$ cat src/rtl/input_event_pkg.sv
// Shared types and constants for the keyboard input event arbiter.
// Optional feature macro: USB_DEDUP_EN (drop repeated identical HID reports).
package input_event_pkg;

    localparam int EVENT_W = 10;

    // Tag carried in bits [9:8] of every FIFO entry.
    typedef enum logic [1:0] {
        TAG_PS2_CODE  = 2'b00,
        TAG_PS2_ERR   = 2'b01,
        TAG_USB_FIRST = 2'b10,
        TAG_USB_NEXT  = 2'b11
    } event_tag_t;

    // Serializer states.
    typedef enum logic {
        IDLE      = 1'b0,
        USB_BYTES = 1'b1
    } arb_state_t;

    // Source served most recently, used for round-robin.
    typedef enum logic {
        SRC_PS2 = 1'b0,
        SRC_USB = 1'b1
    } src_t;

    function automatic logic [EVENT_W-1:0] make_event(input event_tag_t tag, input logic [7:0] data);
        return {tag, data};
    endfunction

endpackage

$ cat src/rtl/input_event_arbiter_fifo.sv
// event_fifo: synchronous first-word-fall-through FIFO with occupancy count.
// Writes when full and reads when empty are ignored.
module event_fifo #(
    parameter int WIDTH = 10,
    parameter int DEPTH = 32
) (
    input  logic                     clk,
    input  logic                     rst_n,
    input  logic                     wr_i,
    input  logic [WIDTH-1:0]         wr_data_i,
    input  logic                     rd_i,
    output logic [WIDTH-1:0]         rd_data_o,
    output logic [$clog2(DEPTH):0]   level_o,
    output logic                     full_o,
    output logic                     empty_o
);

    localparam int AW = $clog2(DEPTH);

    logic [WIDTH-1:0] mem_q [DEPTH];
    logic [AW-1:0]    wr_ptr_q, wr_ptr_d;
    logic [AW-1:0]    rd_ptr_q, rd_ptr_d;
    logic [AW:0]      level_q, level_d;
    logic             wr_en, rd_en;

    assign full_o    = (level_q == (AW+1)'(DEPTH));
    assign empty_o   = (level_q == '0);
    assign wr_en     = wr_i & ~full_o;
    assign rd_en     = rd_i & ~empty_o;
    assign rd_data_o = mem_q[rd_ptr_q];
    assign level_o   = level_q;

    // Pointer and occupancy update; simultaneous push and pop leave the level unchanged.
    always_comb begin
        wr_ptr_d = wr_ptr_q + AW'(wr_en);
        rd_ptr_d = rd_ptr_q + AW'(rd_en);
        level_d  = level_q;
        case ({wr_en, rd_en})
            2'b10:   level_d = level_q + 1'b1;
            2'b01:   level_d = level_q - 1'b1;
            default: level_d = level_q;
        endcase
    end

    // Pointer and level registers.
    always_ff @(posedge clk or negedge rst_n) begin
        if (!rst_n) begin
            wr_ptr_q <= '0;
            rd_ptr_q <= '0;
            level_q  <= '0;
        end else begin
            wr_ptr_q <= wr_ptr_d;
            rd_ptr_q <= rd_ptr_d;
            level_q  <= level_d;
        end
    end

    // Storage array; contents are only observed when the level says they are valid.
    always_ff @(posedge clk) begin
        if (wr_en) begin
            mem_q[wr_ptr_q] <= wr_data_i;
        end
    end

endmodule

$ cat src/rtl/input_event_arbiter.sv
// input_event_arbiter: merges PS/2 scancodes and USB HID reports into one
// tagged byte stream buffered in a FWFT FIFO.
// Optional feature macro: USB_DEDUP_EN (discard a report identical to the
// last one accepted into the USB hold register).
//
// Handshake: the PS/2 and USB inputs are single-cycle strobes with no
// backpressure (events that cannot be held are dropped/overwritten and flagged
// on overflow_o); on the read side valid_o=1 means data_o holds the FIFO head,
// and the entry is consumed on a clock edge where rd_i=1 and valid_o=1.
module input_event_arbiter
    import input_event_pkg::*;
#(
    parameter int USB_REPORT_NB_BYTES = 8,
    parameter int FIFO_DEPTH          = 32
) (
    input  logic                                 clk,
    input  logic                                 reset_n_i,
    input  logic [7:0]                           ps2_code_i,
    input  logic                                 ps2_strobe_i,
    input  logic                                 ps2_err_i,
    input  logic [8*USB_REPORT_NB_BYTES-1:0]     usb_report_i,
    input  logic                                 usb_report_valid_i,
    input  logic                                 rd_i,
    output logic [EVENT_W-1:0]                   data_o,
    output logic                                 valid_o,
    output logic [$clog2(FIFO_DEPTH):0]          level_o,
    output logic                                 overflow_o,
    input  logic                                 clr_overflow_i,
    output logic                                 busy_o
);

    localparam int RW = 8 * USB_REPORT_NB_BYTES;
    localparam int LW = $clog2(FIFO_DEPTH) + 1;
    // Highest occupancy at which a whole report still fits.
    localparam logic [LW-1:0] USB_MAX_LEVEL = LW'(FIFO_DEPTH - USB_REPORT_NB_BYTES);
    localparam logic [3:0]    LAST_CNT      = 4'(USB_REPORT_NB_BYTES - 1);

    logic [1:0]         rst_sync_q, rst_sync_d;
    logic               rst_n;

    arb_state_t         state_q, state_d;
    src_t               last_src_q, last_src_d;
    logic [RW-1:0]      shift_q, shift_d;
    logic [3:0]         cnt_q, cnt_d;

    logic               ps2_full_q, ps2_full_d;
    logic [EVENT_W-1:0] ps2_ent_q, ps2_ent_d;
    logic               usb_full_q, usb_full_d;
    logic [RW-1:0]      usb_hold_q, usb_hold_d;
    logic               ovf_q, ovf_d;
    logic               usb_accept;
`ifdef USB_DEDUP_EN
    logic [RW-1:0]      dedup_q, dedup_d;
`endif

    logic               ps2_take, usb_take;
    logic               ps2_cand, usb_cand;
    logic               ps2_drop, usb_drop;
    logic               push;
    logic [EVENT_W-1:0] push_data;
    logic [EVENT_W-1:0] fifo_head;
    logic [LW-1:0]      fifo_level;
    logic               fifo_full, fifo_empty;

    // Reset release is delayed through two flops; assertion is immediate.
    always_comb begin
        rst_sync_d = {rst_sync_q[0], 1'b1};
    end

    // Reset synchronizer registers.
    always_ff @(posedge clk or negedge reset_n_i) begin
        if (!reset_n_i) begin
            rst_sync_q <= 2'b00;
        end else begin
            rst_sync_q <= rst_sync_d;
        end
    end

    assign rst_n = rst_sync_q[1];

    // Serializer: round-robin pick in IDLE, then stream the rest of a report.
    always_comb begin
        state_d    = state_q;
        last_src_d = last_src_q;
        shift_d    = shift_q;
        cnt_d      = cnt_q;
        push       = 1'b0;
        push_data  = '0;
        ps2_take   = 1'b0;
        usb_take   = 1'b0;
        ps2_cand   = ps2_full_q & ~fifo_full;
        usb_cand   = usb_full_q & (fifo_level <= USB_MAX_LEVEL);
        case (state_q)
            IDLE: begin
                if (ps2_cand && (!usb_cand || last_src_q == SRC_USB)) begin
                    push       = 1'b1;
                    push_data  = ps2_ent_q;
                    ps2_take   = 1'b1;
                    last_src_d = SRC_PS2;
                end else if (usb_cand) begin
                    push       = 1'b1;
                    push_data  = make_event(TAG_USB_FIRST, usb_hold_q[7:0]);
                    usb_take   = 1'b1;
                    last_src_d = SRC_USB;
                    shift_d    = usb_hold_q >> 8;
                    cnt_d      = 4'd1;
                    if (USB_REPORT_NB_BYTES > 1) begin
                        state_d = USB_BYTES;
                    end
                end
            end
            USB_BYTES: begin
                push      = 1'b1;
                push_data = make_event(TAG_USB_NEXT, shift_q[7:0]);
                shift_d   = shift_q >> 8;
                cnt_d     = cnt_q + 4'd1;
                if (cnt_q == LAST_CNT) begin
                    state_d = IDLE;
                end
            end
            default: state_d = IDLE;
        endcase
    end

    // Hold registers and sticky overflow: PS/2 drops when blocked, USB overwrites.
    always_comb begin
        ps2_full_d = ps2_full_q & ~ps2_take;
        ps2_ent_d  = ps2_ent_q;
        usb_full_d = usb_full_q & ~usb_take;
        usb_hold_d = usb_hold_q;
        ps2_drop   = 1'b0;
        usb_drop   = 1'b0;
`ifdef USB_DEDUP_EN
        dedup_d    = dedup_q;
        usb_accept = usb_report_valid_i & (usb_report_i != dedup_q);
`else
        usb_accept = usb_report_valid_i;
`endif
        if (ps2_strobe_i || ps2_err_i) begin
            if (!ps2_full_q || ps2_take) begin
                ps2_full_d = 1'b1;
                ps2_ent_d  = ps2_err_i ? make_event(TAG_PS2_ERR, 8'h00)
                                       : make_event(TAG_PS2_CODE, ps2_code_i);
            end else begin
                ps2_drop = 1'b1;
            end
        end
        if (usb_accept) begin
            usb_drop   = usb_full_q & ~usb_take;
            usb_full_d = 1'b1;
            usb_hold_d = usb_report_i;
`ifdef USB_DEDUP_EN
            dedup_d    = usb_report_i;
`endif
        end
        ovf_d = (ovf_q & ~clr_overflow_i) | ps2_drop | usb_drop;
    end

    // State, hold and flag registers.
    always_ff @(posedge clk or negedge rst_n) begin
        if (!rst_n) begin
            state_q    <= IDLE;
            last_src_q <= SRC_USB;
            shift_q    <= '0;
            cnt_q      <= '0;
            ps2_full_q <= 1'b0;
            ps2_ent_q  <= '0;
            usb_full_q <= 1'b0;
            usb_hold_q <= '0;
            ovf_q      <= 1'b0;
`ifdef USB_DEDUP_EN
            dedup_q    <= '0;
`endif
        end else begin
            state_q    <= state_d;
            last_src_q <= last_src_d;
            shift_q    <= shift_d;
            cnt_q      <= cnt_d;
            ps2_full_q <= ps2_full_d;
            ps2_ent_q  <= ps2_ent_d;
            usb_full_q <= usb_full_d;
            usb_hold_q <= usb_hold_d;
            ovf_q      <= ovf_d;
`ifdef USB_DEDUP_EN
            dedup_q    <= dedup_d;
`endif
        end
    end

    event_fifo #(
        .WIDTH (EVENT_W),
        .DEPTH (FIFO_DEPTH)
    ) u_fifo (
        .clk       (clk),
        .rst_n     (rst_n),
        .wr_i      (push),
        .wr_data_i (push_data),
        .rd_i      (rd_i),
        .rd_data_o (fifo_head),
        .level_o   (fifo_level),
        .full_o    (fifo_full),
        .empty_o   (fifo_empty)
    );

    assign valid_o    = ~fifo_empty;
    assign data_o     = fifo_empty ? '0 : fifo_head;
    assign level_o    = fifo_level;
    assign overflow_o = ovf_q;
    assign busy_o     = (state_q == USB_BYTES);

endmodule

$ cat config.mk
export PLATFORM = sky130hd
export DESIGN_NAME = input_event_arbiter
export DESIGN_NICKNAME = d
export VERILOG_FILES = /design/src/rtl/input_event_pkg.sv /design/src/rtl/input_event_arbiter_fifo.sv /design/src/rtl/input_event_arbiter.sv
export SDC_FILE = /design/constraint.sdc
export NUM_CORES = 1
export LEC_CHECK = 0
export CAP_MARGIN = 20
export CORE_MARGIN = 5
export CORE_UTILIZATION = 55
export CTS_BUF_LIST = sky130_fd_sc_hd__clkbuf_16
export DETAILED_ROUTE_END_ITERATION = 7
export PLACE_DENSITY = 0.74
export SETUP_SLACK_MARGIN = 0.02
export SLEW_MARGIN = 20
export SYNTH_ARGS = -nofsm -noshare
export SYNTH_HDL_FRONTEND = slang
export SYNTH_SLANG_ARGS = --single-unit
$ cat constraint.sdc
create_clock -name clk -period 12.75 [get_ports clk]
set_input_delay 3.825 -clock clk [delete_from_list [all_inputs] [get_ports clk]]
set_output_delay 3.825 -clock clk [all_outputs]
set_load 0.01 [all_outputs]
==> impl_metrics.py <==
metrics = {
    "synthesis": {
        "synth_most_common_cell": "edfxtp_1",
        "avgSynthCellArea_um2": 16.9,
        "synth_seq_cells": 476,
        "synthCells": 1135,
        "yosys-top-cells-count": "320 x edfxtp_1, 155 x dfrtp_1, 94 x mux2i_1",
        "syn-num-nets": 1222,
        "synth_top_area_share_pct": 50.0,
        "synth_ff_type": "edfxtp_1",
        "netlist.top_cell.by_area": "edfxtp_1",
        "yosys_warnings": 0,
        "synth_enable_flop_cells": 320,
        "synth_cell_types": 59,
        "synthesis.area_mm2": 0.0192,
        "synth_async_sr_flop_share_pct": 32.8,
        "synth.area.top_cells": "edfxtp_1 50%, dfrtp_1 20%, mux4_2 8.1%, mux2i_1 4.9%, mux2_2 4.1%",
        "ys_seq_area_share_pct": 70.3,
    },
    "critical_path": {
        "cp.required_ps": 8920,
        "critical_path.max_fanout": 49,
        "arrival_ps": 4340,
        "cp-end-kind": "primary output",
        "slowest_stage": "dfrtp_4",
        "critPathBufInv": 2,
        "crit_path_start_kind": "register",
        "critPathKind": "reg2out",
        "max_stage_delay_ps": 980,
        "path_delay_family": "buffers and inverters",
        "crit_chain": "buf_4 > mux4_2 > mux2_2 > a22oi_1 > o221ai_1 > clkdlybuf4s50_1",
    },
    "die": {
        "rows": 68,
        "chipWidth_um": 197,
        "core_mm2": 0.0345,
        "num_io_pins": 98,
        "start_util_pct": 55.7,
        "die_y_um": 197,
        "die_area_mm2": 0.0388,
    },
    "global_route": {
        "grt_overflow": 0,
        "grt_pass1_vias": 10700,
        "grt_antenna_before_repair": 2,
        "grtUsageTotal_pct": 20.7,
        "grt_pass1_wl_um": 62200,
        "grt_start_max_net_pins": 86,
    },
    "sta": {
        "fin_tns_setup_ps": 0,
        "fin_crit_ps": 8160,
        "drv_slew": 0,
        "hold_violations": 0,
        "setup_viol": 0,
        "rsz0062_at_grt": "no",
        "worst_pin_slew_ps": 1110,
        "fmax_mhz": 122,
        "finClkSkew_ps": 12.2,
        "max_slew_margin_pct": 26.2,
        "finalCritPeriodShare_pct": 64.0,
        "fin_hold_ws_ps": 263,
    },
    "route": {
        "route.detailed.drc": 0,
        "drt_iter0_drc": 903,
        "num_vias": 10200,
        "viasPerCell": 5.89,
        "drt.antenna.violating_nets": 0,
        "finalWirelength_um": 39900,
        "drt-pass1-iter-count": 5,
        "wire_per_inst_um": 22.9,
    },
    "cts": {
        "cts-root-buf": "clkbuf_16",
        "clk_latency_ps": 560,
        "numCtsBuffers": 47,
        "post_cts_buffers": 0,
        "cts_sinks": 476,
        "cts.repair.resized": 0,
        "cts_buffer_depth": 3,
        "path_clk_slew_ps": 60,
        "hold_buffers": 0,
        "cts_tree": "done",
        "htree_levels": 2,
    },
    "finish": {
        "diodes": 0,
        "syn_to_final_growth_pct": 16.3,
        "drive_above_1_share_pct": 22.8,
        "nNetsFinal": 1331,
    },
    "pwr": {
        "p_leak_nw": 8.21,
        "cellPowerDensity_mw_per_mm2": 237,
        "peakVddDrop_v": 0.000298,
    },
    "place": {
        "hpwl_um": 24500,
        "portBuffers": 97,
        "gp_congestion": 0.759,
    },
    "hold_path": {
        "hp-class": "reg2async",
    },
    "status": {
        "outcome": "completed",
    },
    "run": {
        "drv_cap": 0,
    },
}
-- sequential cells by signal, indices dropped and copies added (netlist names) --
| name | cells |
|---|---|
| ps2_ent_q | 9 |
| u_fifo.rd_ptr_q | 5 |
| u_fifo.level_o | 6 |
| overflow_o | 1 |
| u_fifo.mem_q | 320 |
| usb_hold_q | 64 |
| ps2_full_q | 1 |
| last_src_q | 1 |
| u_fifo.wr_ptr_q | 5 |
| cnt_q | 4 |
| busy_o | 1 |
| usb_full_q | 1 |
| rst_sync_q | 2 |
| shift_q | 56 |
-- stage by stage --
stage	setup slack [ps]	util, %	cells	total power [mW]	area, um2
3_3_place_gp	5090	60.0	1646	3.91	20700
3_5_place_dp	5030	60.1	1647	3.96	20800
4_1_cts	4450	64.6	1735	5.34	22300
2_1_floorplan	7020	-	1135	3.41	19200
5_1_grt	4280	64.8	1738	5.56	22400
6_report	4590	64.8	1738	5.30	22400
-- path summary, 6_finish.rpt --
| path | start | end | slack (ps) | cells past startpoint |
|---|---|---|---|---|
| setup / recovery | u_fifo.rd_ptr_q[0] | data_o[5] | 4590 | 6 |
| hold / removal | rst_sync_q[1] | usb_hold_q[58] | 260 | 0 |
| setup reg to reg | u_fifo.level_o[2] | u_fifo.level_o[4] | 9410 | 11 |
| hold reg to reg | rst_sync_q[1] | usb_hold_q[58] | 260 | 0 |
| max in group asynchronous | reset_n_i | rst_sync_q[1] | 9190 | 1 |
| min in group clk | rst_sync_q[0] | rst_sync_q[1] | 350 | 0 |
-- layer usage --
layer  track usage [%]  share of wire [%]  vias to the layer above
met5                 0              0.085                        -
met4              4.73                1.9                        4
met3              3.58                6.1                       56
met2              35.0                 50                      322
met1              28.8                 42                     5252
li1                  -                  -                     4610
-- power breakdown --
group,switching [mW],internal [mW]
Sequential,0.207,2.08
Clock,0.578,0.800
Combinational,0.910,0.729
Total,1.69,3.61
-- placed cells by master, fill, tap and decap left out, types with 19 or more instances in the layout --
cell type	count
mux2_2	70
clkdlybuf4s50_1	96
dfrtp_1	150
buf_4	28
edfxtp_1	320
nor2_1	36
o21ai_0	53
nand2_1	93
mux4_2	69
inv_1	19
mux2i_1	94
clkbuf_16	47
-- cell type report --
| type | instances | area [um2] |
|---|---|---|
| repair buffers | 128 | 1210 |
| flip-flops and latches | 476 | 13500 |
| inverters | 14 | 52.6 |
| clock buffers | 47 | 1180 |
| well taps | 455 | 569 |
| multi-input cells | 577 | 5460 |
| clock inverters | 41 | 383 |
| fillers | 2414 | 12200 |
-- logic make-up (layout without fill, tap and decap cells) --
logic type	Yosys count	count (layout)	synth area share [%]
other cells	1	1	0.0195
compound gates	136	136	4.88
flops	476	476	70.3
fa+ha+maj	8	8	0.520
xor+xnor	15	15	0.683
mux	233	233	17.1
buf+inv	82	230	2.05
simple gates	184	184	4.52
No activity file was read; power rests on OpenSTA's default activity.
